### src/rtl/fetch_queue_pkg.sv
// fetch_queue_pkg: shared widths and types for the fetch queue control slice
package fetch_queue_pkg;
    localparam int FQ_DEPTH   = 16;
    localparam int SKID_DEPTH = 2;
    typedef logic [$clog2(FQ_DEPTH)-1:0]     ptr_t;
    typedef logic [$clog2(FQ_DEPTH+3)-1:0]   cnt_t;
    typedef logic [$clog2(SKID_DEPTH+1)-1:0] sk_cnt_t;
endpackage

### src/rtl/fq_skid_buf.sv
// fq_skid_buf: 2-entry output FIFO absorbing RAM read latency
//   clk, rst, flush : clock, sync reset, sync clear
//   cap, din        : capture RAM read data into the tail
//   pop             : remove head (ignored when empty)
//   valid, dout     : head present / head word
//   cnt             : entries held (0..2)
module fq_skid_buf
    import fetch_queue_pkg::*;
#(
    parameter int Word_Length = 8
) (
    input  logic                   clk,
    input  logic                   rst,
    input  logic                   flush,
    input  logic                   cap,
    input  logic [Word_Length-1:0] din,
    input  logic                   pop,
    output logic                   valid,
    output logic [Word_Length-1:0] dout,
    output sk_cnt_t                cnt
);
    logic [Word_Length-1:0] skid [SKID_DEPTH];
    logic                   take;
    sk_cnt_t                slot;

    assign valid = cnt != '0;
    assign dout  = skid[0];
    assign take  = pop && valid;
    // tail position after any concurrent pop has shifted the head out
    assign slot  = cnt - sk_cnt_t'(take);

    always_ff @(posedge clk) begin
        if (rst || flush) begin
            cnt     <= '0;
            skid[0] <= '0;
            skid[1] <= '0;
        end else begin
            cnt <= cnt + sk_cnt_t'(cap) - sk_cnt_t'(take);
            if (take) skid[0] <= skid[1];
            if (cap) skid[slot[0]] <= din;
        end
    end
endmodule

### src/rtl/fetch_queue_ctrl.sv
// fetch_queue_ctrl: FWFT fetch queue control around a 1-cycle-read dual-port RAM
//   clk, rst, flush              : clock, sync reset, sync flush
//   in_valid, in_ready, in_data  : push interface
//   out_valid, out_ready, out_data : pop interface (first-word-fall-through)
//   count                        : words held in RAM + in-flight read + skid
//   we, data_wr, addr_wr         : RAM write port
//   re, addr_rd, data_rd         : RAM read port, data_rd valid cycle after re
module fetch_queue_ctrl
    import fetch_queue_pkg::*;
#(
    parameter int Word_Length = 8,
    parameter int W_DEPTH     = FQ_DEPTH,
    parameter int CNT_W       = $clog2(W_DEPTH + 3)
) (
    input  logic                       clk,
    input  logic                       rst,
    input  logic                       flush,
    input  logic                       in_valid,
    output logic                       in_ready,
    input  logic [Word_Length-1:0]     in_data,
    output logic                       out_valid,
    input  logic                       out_ready,
    output logic [Word_Length-1:0]     out_data,
    output logic [CNT_W-1:0]           count,
    output logic                       we,
    output logic [Word_Length-1:0]     data_wr,
    output logic [$clog2(W_DEPTH)-1:0] addr_wr,
    output logic                       re,
    output logic [$clog2(W_DEPTH)-1:0] addr_rd,
    input  logic [Word_Length-1:0]     data_rd
);
    localparam int AW = $clog2(W_DEPTH);

    logic [AW-1:0]    wptr, rptr;
    logic [CNT_W-1:0] ram_cnt;
    logic             rd_pending, push, pop, sk_valid;
    sk_cnt_t          sk_cnt;

    assign in_ready  = !rst && !flush && ram_cnt != CNT_W'(W_DEPTH);
    assign push      = in_valid && in_ready;
    assign out_valid = !rst && sk_valid;
    assign pop       = out_valid && out_ready;
    // issue a read only if the skid has room once the pending read lands
    assign re        = !rst && !flush && ram_cnt != '0 &&
                       (3'(sk_cnt) + 3'(rd_pending)) < (3'(SKID_DEPTH) + 3'(pop));
    assign we        = push;
    assign data_wr   = in_data;
    assign addr_wr   = wptr;
    assign addr_rd   = rptr;
    assign count     = rst ? '0 : ram_cnt + CNT_W'(rd_pending) + CNT_W'(sk_cnt);

    always_ff @(posedge clk) begin
        if (rst || flush) begin
            wptr       <= '0;
            rptr       <= '0;
            ram_cnt    <= '0;
            rd_pending <= 1'b0;
        end else begin
            wptr       <= wptr + AW'(push);
            rptr       <= rptr + AW'(re);
            ram_cnt    <= ram_cnt + CNT_W'(push) - CNT_W'(re);
            rd_pending <= re;
        end
    end

    fq_skid_buf #(.Word_Length(Word_Length)) u_skid (
        .clk  (clk),
        .rst  (rst),
        .flush(flush),
        .cap  (rd_pending),
        .din  (data_rd),
        .pop  (pop),
        .valid(sk_valid),
        .dout (out_data),
        .cnt  (sk_cnt)
    );
endmodule

### config.mk
export PLATFORM = sky130hd
export DESIGN_NAME = fetch_queue_ctrl
export DESIGN_NICKNAME = d
export VERILOG_FILES = /design/src/rtl/fetch_queue_pkg.sv /design/src/rtl/fq_skid_buf.sv /design/src/rtl/fetch_queue_ctrl.sv
export SDC_FILE = /design/constraint.sdc
export NUM_CORES = 1
export LEC_CHECK = 0
export CAP_MARGIN = 20
export CORE_ASPECT_RATIO = 0.7
export CORE_MARGIN = 2
export CORE_UTILIZATION = 52
export CTS_BUF_LIST = sky130_fd_sc_hd__clkbuf_8
export CTS_CLUSTER_SIZE = 16
export DETAILED_ROUTE_END_ITERATION = 7
export GPL_TIMING_DRIVEN = 0
export HOLD_SLACK_MARGIN = 0.15
export PLACE_DENSITY = 0.95
export SLEW_MARGIN = 20
export SYNTH_ARGS = -nofsm -noshare
export SYNTH_HDL_FRONTEND = slang
export SYNTH_SLANG_ARGS = --single-unit
### constraint.sdc
create_clock -name clk -period 8.3 [get_ports clk]
set_clock_uncertainty 0.1 [all_clocks]
set_input_delay 1.245 -clock clk [delete_from_list [all_inputs] [get_ports clk]]
set_output_delay 1.245 -clock clk [all_outputs]
set_load 0.01 [all_outputs]
==> metrics.cfg <==
[power_and_ir_drop]
power_frac_seq_pct=49.1
p_clk_share_pct=29.6
swShare_pct=26.5
power.internal_w=0.000272
power.switching_w=0.0000981
power.share.combinational_pct=21.3
p_leak_nw=0.917
ir_drop_v=0.0000812
total_power_w=0.000370
power.density_nw_per_um2=159

[timing]
setup-tns-final_ps=0
worst_slew_pin_slew_ps=700
finalCriticalPeriod_ps=4580
fin_crit_sh_pct=55.2
hold_viol_final=0
maxSlewHeadroom_pct=53.2
rsz0062_at_grt=no
setup_viol=0
slew_viol_final=0
fmax_mhz=218

[synthesis]
yosys_warnings=0
syn_area_per_cell_um2=11.4
yosysUniqueCellTypes=36
syn_nets=192
synth_cells=154
postSynthRegisterBits=32
syn-cell-area_um2=1760
ys_seq_area_share_pct=45.5

[cts]
clock_sinks=32
h-tree-depth=2
cts_buffers=5
clk_latency_ps=280
cts-resized-gates=0
clk_pin_slew_ps=60
root_buffer=clkbuf_8
postCtsSetupRepairBufs=0
clockBufferDepth=2
cts_tree=done
postCtsHoldBufs=0

[floorplanning]
die_area_um2=3880
initial_utilization_pct=55.2
die_x_um=73.6
ioPinCount=54
core_um2=3190
rows=17
die_y_um=52.7

[setup_path]
path_cells=clkdlybuf4s50_1 -> or2_1 -> clkbuf_1 -> nor4_4 -> clkdlybuf4s50_1
cp-end-kind=output pin
r2r_cells=13
cp.required_ps=6950
crit_type=in2out
r2r_setup_slack_ps=5210
crit_arrival_ps=3240
timing.rr.end=ram_cnt[4]
path_max_fanout=5
worst_path_largest_cell_delay_ps=610
crit_start=flush
endpoint=re
crit_slowest_cell=clkdlybuf4s50_1
reg2reg_from=rd_pending
crit_top_cell=clkdlybuf4s50_1
start_kind=primary input

[global_route]
grt_usage_pct=21.2
grt_pass1_wl_mm=5.98
antenna_found_initial=0
grt-ovfl-total=0
grt_max_degree=11
grt_pass1_vias=1333

[place]
numPortBuffers=44
place_inst=236
gp_congestion=0.786
hpwl_mm=2.83

[drt]
ant_nets=0
wl_mm=3.66
vias=1304
drt-initial-drc-count=41
drcViolationCount=0
via_per_inst=5.34
wl_per_cell_um=15.0
first_pass_iters=4

[min_path]
hold_path_startpoint=addr_rd[3]
hold_path_depth=2
min_path_type=reg2reg

[finish]
finalNonFillerCells=244
final_nets=243
diodes=0
synthToLayoutAreaGrowth_pct=32.6
layout-drive-gt1-share_pct=11.2

[run]
maxCapViolCount=0

[run_status]
status=complete, no violations

-- cells by family after synthesis --
logic type / Yosys count / synth area share (%)
simple gates: 51 / 19.1
flops: 32 / 45.5
buf+inv: 22 / 6.82
xor+xnor: 12 / 5.97
compound gates: 20 / 9.30
fa+ha+maj: 17 / 13.4
-- cell type report --
type	instances	area [um^2]
clock inverter	3	11.3
multi-input combinational	100	847
clock buffer	5	68.8
timing repair buffer	44	440
inverter	11	41.3
tap	38	47.5
fill	225	855
buffer	11	78.8
sequential	32	801
-- synthesized netlist by cell type --
cell,n,area (um^2)
nor3_1,1,5.00
and2b_2,1,8.76
a22o_1,8,70.1
edfxtp_1,16,480
nand2b_1,3,18.8
nor4_1,1,6.26
a21oi_1,5,25.0
or2_1,1,6.26
nor4b_2,1,15.0
o31ai_1,1,7.51
fa_1,3,60.1
nand3_1,2,10.0
nor4_4,1,21.3
clkbuf_1,2,7.51
or3_1,3,18.8
nor4b_1,1,8.76
xnor2_1,8,70.1
ha_1,14,175
a21o_1,1,7.51
a31oi_1,1,6.26
and2_2,1,7.51
a31oi_4,1,21.3
o21ai_0,2,10.0
nor2_1,14,52.6
dfxtp_1,16,320
inv_1,11,41.3
o21ba_4,1,16.3
and2_1,15,93.8
or4_1,1,7.51
buf_6,1,11.3
nor2b_1,2,12.5
nor3b_2,1,12.5
nor3b_1,1,7.51
nor4b_4,1,23.8
buf_4,8,60.1
xor2_1,4,35.0
-- per-stage QoR --
step	instance area [um^2]	setup WS (ps)	utilization [%]	hold slack (ps)
detailed placement	2250	3750	70.5	389
global route	2340	3610	73.2	420
global placement	2250	3790	70.5	369
CTS	2330	3750	73.0	397
floorplan	1760	4680	-	402
finish	2340	3720	73.2	394
-- state kept, by name, indices dropped and copies added (netlist names) --
name,count
addr_wr,4
ram_cnt,5
u_skid.cnt,2
rd_pending,1
u_skid.skid,16
addr_rd,4
-- critical path, delay by kind of cell --
| kind | cells | cell delay [ps] |
|---|---|---|
| and+or+nand+nor | 2 | 670 |
| buffers and inverters | 3 | 1320 |
-- power by group through the flow --
stage,Combinational [W],Sequential [W],Clock [W]
2_1_floorplan,0.0000448,0.000185,0
3_3_place_gp,0.0000750,0.000185,0
3_5_place_dp,0.0000781,0.000185,0
4_1_cts,0.0000789,0.000182,0.000112
5_1_grt,0.0000870,0.000183,0.000119
6_report,0.0000787,0.000182,0.000110
-- cells in the final DEF, fill, tap and decap left out, drive strengths merged --
master | netlist | routed
clkdlybuf4s50 | 0 | 44
o31ai | 1 | 1
and2b | 1 | 1
nor2 | 14 | 14
a22o | 8 | 8
nor4 | 2 | 2
and2 | 16 | 16
o21ba | 1 | 1
nor4b | 3 | 3
nand2b | 3 | 3
inv | 11 | 13
ha | 14 | 14
nand3 | 2 | 2
nor3 | 1 | 1
fa | 3 | 3
xnor2 | 8 | 8
buf | 9 | 9
dfxtp | 16 | 16
a21o | 1 | 1
clkinv | 0 | 1
or2 | 1 | 1
or3 | 3 | 3
a21oi | 5 | 5
nor2b | 2 | 2
edfxtp | 16 | 16
o21ai | 2 | 2
a31oi | 2 | 2
nor3b | 2 | 2
xor2 | 4 | 4
or4 | 1 | 1
clkbuf | 2 | 7
-- layer usage --
metal,part of all wire [%],global-route usage (%)
met5,0,0
met4,3.2,12.1
met3,4.9,5.96
met2,48,33.2
met1,43,26.4
-- worst min-delay path by stage --
| stage | slack, ps | to |
|---|---|---|
| after global routing | 420 | addr_rd[3] |
| final | 390 | addr_rd[3] |
| after global placement | 370 | addr_rd[3] |
| after floorplan | 400 | addr_rd[3] |
| after detailed placement | 390 | addr_rd[3] |
| after CTS | 400 | addr_rd[3] |
Note: power is estimated with default switching activity, not from simulation.
==> edit (same flow settings) <==
`FQ_DEPTH`: 16 -> 32.
--- a/src/rtl/fetch_queue_pkg.sv
+++ b/src/rtl/fetch_queue_pkg.sv
@@ -1,6 +1,6 @@
 // fetch_queue_pkg: shared widths and types for the fetch queue control slice
 package fetch_queue_pkg;
-    localparam int FQ_DEPTH   = 16;
+    localparam int FQ_DEPTH   = 32;
     localparam int SKID_DEPTH = 2;
     typedef logic [$clog2(FQ_DEPTH)-1:0]     ptr_t;
     typedef logic [$clog2(FQ_DEPTH+3)-1:0]   cnt_t;
Ports: changed (resized addr_rd, addr_wr and count); port bits go from 54 to 57. The function was not compared with the original's and may differ.
==> edit against the unedited design <==
- core utilization rose by 0.69 points
- combinational power up 94%
- non-clock buffer count increased by 5
- wire length up 12%
- synthesized cell count is 14% higher
- power grew 46%
- cell area increased by 13%
- worst setup slack lost 0.27 ns
- area after synthesis up 11%
- sequential cell count rose by 3
- critical path depth rose by 2
- cell count up 16%
- critical path type unchanged
- largest power group unchanged
- highest routed layer unchanged
==> edit: results (changes against the unedited design) <==
Placement
  • Post-DP Area: 2500 sq um (+11%)
  • Hpwl dp: 3190 um (+13%)
  • Global placement routability congestion: 0.798 (+1.6%)
  • Post-placement cell count: 274 (+16%)
  • Buffers added on ports: 48 (+9.1%)

Synth
  • Fraction of the yosys area taken by sequential cells: 44.0% (-1.4 points)
  • Commonest cells in the synthesized netlist: 20 x sky130_fd_sc_hd__ha_1, 19 x sky130_fd_sc_hd__dfxtp_1, 16 x sky130_fd_sc_hd__and2_1, 16 x sky130_fd_sc_hd__edfxtp_1, 16 x sky130_fd_sc_hd__inv_1
  • Syn avg cell area: 11.1 sq um (-2.9%)
  • Top flip-flop cell by instance count after synthesis: sky130_fd_sc_hd__dfxtp_1
  • Most area-consuming cells after synthesis: sky130_fd_sc_hd__edfxtp_1 25%, sky130_fd_sc_hd__dfxtp_1 19%, sky130_fd_sc_hd__ha_1 13%
  • Share of synthesized cell area in full adder, half adder and majority cells: 15.9% (+2.5 points)
  • Complex-gate fraction of the synthesized area: 9.22% (-0.085 points)

Layout
  • Area taken by multi-input logic gates: 948 sq um (+12%)
  • Non-clock buffer count in the final layout: 60 (+9.1%)
  • Logic inverters: 16 (+5)
  • Fillers: 258 (+15%)
  • Final net count: 275 (+13%)
  • Sequential share of cell area: 32.7% (-1.5 points)
  • Buffer share of cell area: 21.5% (-0.72 points)
  • Largest registers: u_skid.skid: 16 flops, ram_cnt: 6 flops

Setup path
  • Startpoint of the lowest-slack register-to-register path: ram_cnt[2]
  • Largest incremental delay on the critical path: 0.64 ns (+0.03 ns)

Drt
  • Met3 wire len: 164 um (-8.9%)
  • 1st-iter DRT viols: 56 (+37%)
  • Detailed route wirelength on metal2: 1960 um (+11%)
  • WL met1: 1850 um (+16%)
  • Routed length per placed instance: 14.5 um (-3.3%)
  • Post-detailed-route via-to-cell ratio: 5.23 (-2.1%)

Global routing
  • Pin count of the biggest net entering global routing: 12 (+1)
  • Wire length of the first global-routing pass: 6640 um (+11%)
  • Vias in the first global route: 1469 (+10%)
  • Met1 Track Usage GR: 25.6% (-0.75 points)
  • All-Layer GR Usage: 20.4% (-0.80 points)
  • Met3 routing resource usage after global routing: 5.07% (-0.90 points)

Pwr
  • Static Leak: 1.09 nW (+19%)
  • Pwr dens: 206 nW/um^2 (+30%)
  • IR drop worst, VDD: 159 uV (+95%)

Hold path
  • Worst hold path startpoint: addr_rd[4]

Timing
  • Slew margin rel.: 57.8% (+4.6 points)

Run status
  • Status: finished clean
[edit: cell types whose count changed in the layout (fill, tap and decap cells not counted), moves of 2 or more]
| cell | change |
|---|---|
| sky130_fd_sc_hd__ha_1 | +6 |
| sky130_fd_sc_hd__nand3_1 | +5 |
| sky130_fd_sc_hd__clkdlybuf4s50_1 | +4 |
| sky130_fd_sc_hd__inv_1 | +4 |
| sky130_fd_sc_hd__dfxtp_1 | +3 |
| sky130_fd_sc_hd__a2111oi_2 | +2 |
| sky130_fd_sc_hd__buf_2 | +2 |
| sky130_fd_sc_hd__bufinv_16 | +2 |
| sky130_fd_sc_hd__nand2_1 | +2 |
| sky130_fd_sc_hd__o21a_1 | +2 |
| sky130_fd_sc_hd__xor2_1 | +2 |
[edit: final timing paths]
check	end	depth (start not counted)	slack (ns)
worst max-delay path	re	7	3.45
worst min-delay path	addr_rd[4]	2	0.41
worst max register to register	ram_cnt[4]	13	5.00
worst min register to register	addr_rd[4]	2	0.41
